## src/rtl/sevenseg_scan_driver.sv

```systemverilog
// Four-digit multiplexed seven-segment scanner with a frame-synchronous commit of new display data.
// Optional leading-zero blanking is enabled by defining SEVENSEG_LZ_BLANK_EN.
module sevenseg_scan_driver #(
  parameter int ON_CYCLES  = 100000,
  parameter int GAP_CYCLES = 1000
) (
  input  logic        clk,
  input  logic        reset,
  input  logic [15:0] data_in,
  input  logic        data_valid,
  output logic        data_ready,
  output logic [6:0]  seg,
  output logic [3:0]  an
);

  localparam int CMAX = (ON_CYCLES > GAP_CYCLES) ? ON_CYCLES : GAP_CYCLES;
  localparam int CW   = (CMAX > 1) ? $clog2(CMAX) : 1;
  localparam logic [CW-1:0] ON_LAST  = CW'(ON_CYCLES - 1);
  localparam logic [CW-1:0] GAP_LAST = CW'((GAP_CYCLES > 0) ? (GAP_CYCLES - 1) : 0);

  typedef enum logic {ST_ON, ST_GAP} state_t;

  state_t         state_q, state_d;
  logic [CW-1:0]  cnt_q, cnt_d;
  logic [1:0]     digit_q, digit_d;
  logic [15:0]    display_q, display_d;
  logic [15:0]    pending_q, pending_d;
  logic           pending_flag_q, pending_flag_d;
  logic [6:0]     seg_q, seg_d;
  logic [3:0]     an_q, an_d;
  logic           end_slot;
  logic           blank;
  logic [3:0]     nib;

  function automatic logic [6:0] hexdecode(input logic [3:0] h);
    case (h)
      4'h0: hexdecode = 7'b1000000;
      4'h1: hexdecode = 7'b1111001;
      4'h2: hexdecode = 7'b0100100;
      4'h3: hexdecode = 7'b0110000;
      4'h4: hexdecode = 7'b0011001;
      4'h5: hexdecode = 7'b0010010;
      4'h6: hexdecode = 7'b0000010;
      4'h7: hexdecode = 7'b1111000;
      4'h8: hexdecode = 7'b0000000;
      4'h9: hexdecode = 7'b0010000;
      4'hA: hexdecode = 7'b0001000;
      4'hB: hexdecode = 7'b0000011;
      4'hC: hexdecode = 7'b1000110;
      4'hD: hexdecode = 7'b0100001;
      4'hE: hexdecode = 7'b0000110;
      default: hexdecode = 7'b0001110;
    endcase
  endfunction

  assign data_ready = !pending_flag_q;
  assign seg        = seg_q;
  assign an         = an_q;
  assign nib        = display_q[4*digit_q +: 4];

`ifdef SEVENSEG_LZ_BLANK_EN
  always_comb begin
    blank = 1'b0;
    case (digit_q)
      2'd1: blank = (display_q[15:4] == 12'h000);
      2'd2: blank = (display_q[15:8] == 8'h00);
      2'd3: blank = (display_q[15:12] == 4'h0);
      default: blank = 1'b0;
    endcase
  end
`else
  assign blank = 1'b0;
`endif

  always_comb begin
    state_d        = state_q;
    cnt_d          = cnt_q + 1'b1;
    digit_d        = digit_q;
    display_d      = display_q;
    pending_d      = pending_q;
    pending_flag_d = pending_flag_q;
    end_slot       = 1'b0;

    case (state_q)
      ST_ON: begin
        if (cnt_q == ON_LAST) begin
          if (GAP_CYCLES > 0) begin
            state_d = ST_GAP;
            cnt_d   = '0;
          end else begin
            end_slot = 1'b1;
          end
        end
      end
      default: begin
        if (cnt_q == GAP_LAST) end_slot = 1'b1;
      end
    endcase

    if (end_slot) begin
      state_d = ST_ON;
      cnt_d   = '0;
      digit_d = digit_q + 2'd1;
      // Commit only as digit 3 hands back to digit 0, so no frame mixes values
      if (digit_q == 2'd3 && pending_flag_q) begin
        display_d      = pending_q;
        pending_flag_d = 1'b0;
      end
    end

    if (data_valid && !pending_flag_q) begin
      pending_d      = data_in;
      pending_flag_d = 1'b1;
    end

    seg_d = 7'b1111111;
    an_d  = 4'b1111;
    if (state_q == ST_ON && !blank) begin
      an_d  = ~(4'b0001 << digit_q);
      seg_d = hexdecode(nib);
    end
  end

  always_ff @(posedge clk or posedge reset) begin
    if (reset) begin
      state_q        <= ST_ON;
      cnt_q          <= '0;
      digit_q        <= 2'd0;
      display_q      <= 16'h0000;
      pending_q      <= 16'h0000;
      pending_flag_q <= 1'b0;
      seg_q          <= 7'b1111111;
      an_q           <= 4'b1111;
    end else begin
      state_q        <= state_d;
      cnt_q          <= cnt_d;
      digit_q        <= digit_d;
      display_q      <= display_d;
      pending_q      <= pending_d;
      pending_flag_q <= pending_flag_d;
      seg_q          <= seg_d;
      an_q           <= an_d;
    end
  end

endmodule

```

## config.mk

```make
export PLATFORM = sky130hd
export DESIGN_NAME = sevenseg_scan_driver
export DESIGN_NICKNAME = d
export VERILOG_FILES = /design/src/rtl/sevenseg_scan_driver.sv
export SDC_FILE = /design/constraint.sdc
export NUM_CORES = 1
export LEC_CHECK = 0
export CAP_MARGIN = 20
export CORE_MARGIN = 2
export CORE_UTILIZATION = 40
export DETAILED_ROUTE_END_ITERATION = 7
export PLACE_DENSITY = 0.66
export SLEW_MARGIN = 20
export SYNTH_ARGS = -nofsm -noshare
export SYNTH_HDL_FRONTEND = slang
export SYNTH_SLANG_ARGS = --single-unit
```

## constraint.sdc

```tcl
create_clock -name clk -period 5 [get_ports clk]
set_clock_uncertainty 0.05 [all_clocks]
set_input_delay 0.75 -clock clk [delete_from_list [all_inputs] [get_ports clk]]
set_output_delay 0.75 -clock clk [all_outputs]
set_load 0.01 [all_outputs]
```

==> results of run 1 <==
[registers in the layout, summed over array words and instances, names as in the netlist]
register,cells
digit_q,2
pending_q,16
state_q,1
pending_flag_q,1
an,4
seg,7
cnt_q,17
display_q,16
[area by class of cell]
cell class                 instances  area, µm²  area share
clock buffer                      10      137.6     0.03776
clock inverter                     6      82.58     0.02266
inverter                           8      30.03    0.008239
multi-input combinational        147       1318      0.3615
sequential                        64       1615      0.4432
tap                               99      123.9     0.03399
timing repair buffer              35      337.8     0.09269
[cells in the final DEF (no fill, tap or decap), types with 3 or more instances in the layout]
| master | Yosys | final |
|---|---|---|
| dfstp_2 | 11 | 11 |
| clkdlybuf4s50_1 | 0 | 30 |
| nand3_1 | 7 | 7 |
| clkbuf_8 | 0 | 10 |
| ha_1 | 11 | 11 |
| buf_4 | 0 | 5 |
| nand4_1 | 5 | 5 |
| mux4_2 | 4 | 4 |
| nor2_1 | 10 | 10 |
| mux2_2 | 27 | 27 |
| mux2_4 | 9 | 9 |
| nor3_1 | 15 | 15 |
| xnor2_1 | 8 | 8 |
| xor2_1 | 7 | 7 |
| nand2_1 | 11 | 11 |
| inv_1 | 7 | 6 |
| dfrtp_1 | 53 | 53 |
| clkinv_2 | 0 | 3 |
[critical path, cell delays in order]
cell and delay, ns:
clkdlybuf4s50_1 0.51, nor2b_1 0.63, buf_4 0.30, mux2_2 0.35
[metrics by stage]
stage / utilization / hold slack, ns / cell area [µm²] / cells / worst slack, ns
final: 0.4998 / 0.4478 / 3645 / 369 / 2.624
after global routing: 0.4998 / 0.4757 / 3645 / 369 / 2.503
after CTS: 0.4998 / 0.4495 / 3645 / 369 / 2.561
after detailed placement: 0.4696 / 0.4409 / 3425 / 353 / 2.218
after global placement: 0.4696 / 0.4346 / 3425 / 353 / 2.278
after floorplan: - / 0.4167 / 3013 / 228 / 2.620
[layer usage]
layer | vias up | routed length [µm] | GRT usage
met5 | - | 0 | 0
met4 | 0 | 107 | 0.07576
met3 | 10 | 201 | 0.03339
met2 | 34 | 2319 | 0.2121
met1 | 888 | 2463 | 0.1846
li1 | 895 | - | -
[path summary, 6_finish.rpt]
check	endpoint	slack, ns	cells past startpoint
max	pending_q[2]	2.62	4
min	cnt_q[0]	0.45	1
max reg2reg	seg[0]	2.68	6
min reg2reg	cnt_q[0]	0.45	1
max in group asynchronous	display_q[3]	3.49	3
min in group asynchronous	cnt_q[6]	0.91	3
[power by group through the flow]
stage / sequential (W) / clock (W) / combinational (W)
CTS: 0.000542 / 0.000504 / 0.0000401
detailed placement: 0.000551 / 0 / 0.0000401
global placement: 0.000551 / 0 / 0.0000388
floorplan: 0.000547 / 0 / 0.0000209
global route: 0.000543 / 0.000525 / 0.0000437
finish: 0.000541 / 0.000487 / 0.0000385
[logic make-up after synthesis]
| kind of cell | after synthesis | share of synthesized area |
|---|---|---|
| flip-flops | 64 | 0.5361 |
| XOR/XNOR | 15 | 0.04361 |
| AO/OA/AOI/OAI | 12 | 0.03073 |
| adder cells (fa/ha/maj) | 11 | 0.04568 |
| buffers and inverters | 17 | 0.02658 |
| AND/OR/NAND/NOR | 67 | 0.1350 |
| multiplexers | 42 | 0.1823 |
==> results.sh, run 1 <==
export IMPL_status="finished clean"
export IMPL_ys_seq_area_frac=0.5361
export IMPL_syn_nets=258
export IMPL_worstSetupPathType="in -> reg"
export IMPL_max_clock_path_buffers=2
export IMPL_grt_usage=0.1396
export IMPL_synth_area_leaders="dfrtp_1, mux2_2, dfstp_2"
export IMPL_root_buffer="clkbuf_8"
export IMPL_via_per_inst=4.951
export IMPL_startpoint="data_valid"
export IMPL_power_w=0.001067
export IMPL_fillers=689
export IMPL_n_antenna_cell=0
export IMPL_holdBufCountCts=0
export IMPL_die_w_um=90.79
export IMPL_syn_avg_cell_area_um2=13.21
export IMPL_core_area_mm2=0.007292
export IMPL_ys_flop_type="dfrtp_1"
export IMPL_overflow=0
export IMPL_io_buffers=30
export IMPL_synth_edff_count=0
export IMPL_yosysMostFrequentCell="dfrtp_1"
export IMPL_cp_required_ns=5.17
export IMPL_p_comb_frac=0.036
export IMPL_hp_start="cnt_q[0]"
export IMPL_htreeDepth=3
export IMPL_setup_violations=0
export IMPL_vdd_ir_drop_max_v=0.0001768
export IMPL_worstMarginPinSlew_ns=0.7740
export IMPL_via_count=1827
export IMPL_hold_violations=0
export IMPL_path_max_fanout=9
export IMPL_ys_ff_latch=64
export IMPL_cts_repair_resized=0
export IMPL_max_freq_ghz=0.4209
export IMPL_reg2reg_from="digit_q[0]"
export IMPL_pwr_share_clk=0.457
export IMPL_rows=31
export IMPL_final_max_slew_viol_count=0
export IMPL_drc_errors=0
export IMPL_cts_tree="built"
export IMPL_grt_pass1_wl_um=8963
export IMPL_gp_congestion=0.7885
export IMPL_tns_ns=0
export IMPL_switching_share=0.2051
export IMPL_pwr_density_cell_mw_per_mm2=292.9
export IMPL_drtPass1Iterations=6
export IMPL_slew_limit_headroom=0.4840
export IMPL_hpwl_um=3523
export IMPL_drive_gt1_frac=0.2926
export IMPL_drt_first_iter_violations=56
export IMPL_path_clk_slew_ns=0.07
export IMPL_drv_cap=0
export IMPL_seq_power_share=0.507
export IMPL_clock_latency_ns=0.34
export IMPL_synth_largest_area_cell="dfrtp_1"
export IMPL_synthTopCellsByCount="dfrtp_1, mux2_2, nor3_1"
export IMPL_end_kind="flop"
export IMPL_layout_nets=295
export IMPL_antenna_found_initial=0
export IMPL_die_area_mm2=0.008243
export IMPL_netlist_area_mm2=0.003013
export IMPL_period_share=0.4752
export IMPL_route_antenna_remaining_nets=0
export IMPL_drt_wirelength_per_cell_um=13.80
export IMPL_die_height_um=90.79
export IMPL_cts_buffers=9
export IMPL_p_int_w=0.0008485
export IMPL_syn_inst=228
export IMPL_worstPathArrival_ns=2.55
export IMPL_p_leak_nw=1.561
export IMPL_finalCriticalPeriod_ns=2.376
export IMPL_startpoint_type="input pin"
export IMPL_wirelength_um=5091
export IMPL_postCtsSetupBuffers=0
export IMPL_initial_core_util=0.4132
export IMPL_clock_sinks=64
export IMPL_grt_max_degree=65
export IMPL_synth_top_area_frac=0.4402
export IMPL_ys_warn_count=0
export IMPL_area_growth_pct=20.97
export IMPL_num_io_pins=31
export IMPL_synth_cell_type_count=44
export IMPL_power_switching_w=0.0002190
export IMPL_grt_pass1_vias=1824
export IMPL_rsz0062_at_grt="no"
export IMPL_ys_async_sr_fraction=1.000
export IMPL_worstHoldPathType="reg -> reg"
Power figures use the tool's default switching activity.
==> run 2: changes to the inputs <==
Clock period 5 ns to 2.2 ns, I/O delays scaled along.
==> run 2 against run 1 <==
  * Final cell count increased by 1.1%
  * Combinational power increased by 130%
  * Sequential power increased by 130%
  * Setup slack got worse by 2.5 ns
  * Critical endpoint is now seg[0]
==> results.sh, run 2 (synthesized netlist as in run 1, its figures left out) <==
export IMPL_status="finished clean"
export IMPL_reg2reg_from="digit_q[0]"
export IMPL_cts_tree="built"
export IMPL_power_w=0.002236
export IMPL_initial_core_util=0.4132
export IMPL_drt_first_iter_violations=82
export IMPL_worstPathArrival_ns=2.31
export IMPL_final_cell_mix="dfrtp_1, clkdlybuf4s50_1, mux2_2"
export IMPL_overflow=0
export IMPL_worstHoldPathType="in -> async"
export IMPL_drc_errors=0
export IMPL_place_inst=357
export IMPL_path_clk_slew_ns=0.07
export IMPL_route_antenna_remaining_nets=0
export IMPL_root_buffer="clkbuf_8"
export IMPL_via_count=1858
export IMPL_reg_largest_list="cnt_q (17), display_q (16), pending_q (16)"
export IMPL_clock_latency_ns=0.35
export IMPL_slew_limit_headroom=0.7372
export IMPL_setup_violations=0
export IMPL_drv_cap=0
export IMPL_max_clock_path_buffers=2
export IMPL_worstMarginPinSlew_ns=0.3892
export IMPL_r2r_cells=6
export IMPL_switching_share=0.2466
export IMPL_regMostFlops="cnt_q"
export IMPL_fillers=678
export IMPL_layout_nets=299
export IMPL_end_kind="flop"
export IMPL_tns_ns=0
export IMPL_r2r_slack_ns=0.12
export IMPL_grt_pass1_vias=1810
export IMPL_p_leak_nw=1.560
export IMPL_path_max_fanout=6
export IMPL_antenna_found_initial=0
export IMPL_num_io_pins=31
export IMPL_hold_violations=0
export IMPL_p_int_w=0.001685
export IMPL_grt_pass1_wl_um=8928
export IMPL_cp_required_ns=2.42
export IMPL_cts_buffers=9
export IMPL_post_place_ws_ns=0.03193
export IMPL_final_max_slew_viol_count=0
export IMPL_seq_power_share=0.550
export IMPL_wirelength_um=5131
export IMPL_die_area_mm2=0.008243
export IMPL_mostFrequentLayoutCell="dfrtp_1"
export IMPL_regArea_mm2=0.001617
export IMPL_holdBufCountCts=0
export IMPL_n_antenna_cell=0
export IMPL_postCtsSetupBuffers=0
export IMPL_p_comb_frac=0.040
export IMPL_startpoint_type="flop"
export IMPL_drive_gt1_frac=0.3102
export IMPL_io_buffers=30
export IMPL_pwr_density_cell_mw_per_mm2=610.6
export IMPL_hpwl_um=3530
export IMPL_multi_input_area_mm2=0.001320
export IMPL_period_share=0.9477
export IMPL_via_per_inst=4.981
export IMPL_gp_congestion=0.8442
export IMPL_setup_slack_ns=0.1151
export IMPL_clock_sinks=64
export IMPL_pwr_share_clk=0.411
export IMPL_area_growth_pct=21.55
export IMPL_finalCriticalPeriod_ns=2.085
export IMPL_grt_usage=0.1395
export IMPL_rows=31
export IMPL_finalNonFillerCells=373
export IMPL_rr_endpoint="seg[0]"
export IMPL_max_freq_ghz=0.4796
export IMPL_grt_max_degree=65
export IMPL_worstSetupPathType="reg -> reg"
export IMPL_rsz0062_at_grt="no"
export IMPL_drtPass1Iterations=4
export IMPL_vdd_ir_drop_max_v=0.0003797
export IMPL_die_height_um=90.79
export IMPL_drt_wirelength_per_cell_um=13.76
export IMPL_largest_reg_flops=17
export IMPL_core_area_mm2=0.007292
export IMPL_power_switching_w=0.0005514
export IMPL_die_w_um=90.79
export IMPL_startpoint="digit_q[0]"
export IMPL_htreeDepth=3
-- run 2: cell types whose count changed in the layout (fill, tap and decap cells not counted), sizes merged --
cell / delta
inv: +2
buf: +4
bufinv: -2
clkbuf: -1
clkinvlp: +1
-- run 2: critical path, cell delays in order, from the launching register on --
cell and delay (ns):
dfrtp_2 0.44, mux4_2 0.60, inv_1 0.14, ha_2 0.23, nor2b_1 0.07, or3b_1 0.37, o211ai_1 0.10
-- run 2: metrics by stage --
stage / hold slack (ns) / instance area (µm²) / utilization
2_1_floorplan: 0.4050 / 3013 / -
3_3_place_gp: 0.4241 / 3480 / 0.4772
3_5_place_dp: 0.4375 / 3480 / 0.4772
4_1_cts: 0.3162 / 3659 / 0.5017
5_1_grt: 0.3635 / 3662 / 0.5022
6_report: 0.3097 / 3662 / 0.5022
-- run 2: area by class of cell --
type | count | area share
clock buffer | 9 | 0.03382
timing repair buffer | 39 | 0.1073
multi-input combinational | 147 | 0.3604
tap | 99 | 0.03382
clock inverter | 7 | 0.01503
inverter | 8 | 0.008200
sequential | 64 | 0.4414
-- run 2: worst max path at each step --
| stage | end | depth (start not counted) |
|---|---|---|
| 3_5_place_dp | seg[0] | 6 |
| 6_report | seg[0] | 6 |
| 5_1_grt | seg[0] | 6 |
| 2_1_floorplan | seg[0] | 7 |
| 3_3_place_gp | seg[0] | 6 |
| 4_1_cts | seg[0] | 6 |
-- run 2: power by group through the flow --
stage	combinational [W]	sequential [W]	clock, W
after CTS	0.0000925	0.00123	0.000937
after detailed placement	0.0000922	0.00125	0
after floorplan	0.0000476	0.00124	0
final	0.0000893	0.00123	0.000918
after global placement	0.0000911	0.00125	0
after global routing	0.000100	0.00123	0.00101
-- run 2: what timing repair did --
item,4_1_cts,5_1_grt
hold endpoints to repair,0,0
setup endpoints to repair,0,3
resized for setup,0,2
-- run 2: per-layer routing --
metal / routed length [µm] / vias to the layer above / track usage / part of all wire
met5: 0 / - / 0 / 0
met4: 94 / 0 / 0.06818 / 0.018
met3: 232 / 7 / 0.04591 / 0.045
met2: 2212 / 38 / 0.1891 / 0.43
met1: 2591 / 904 / 0.1996 / 0.50
li1: - / 909 / - / -
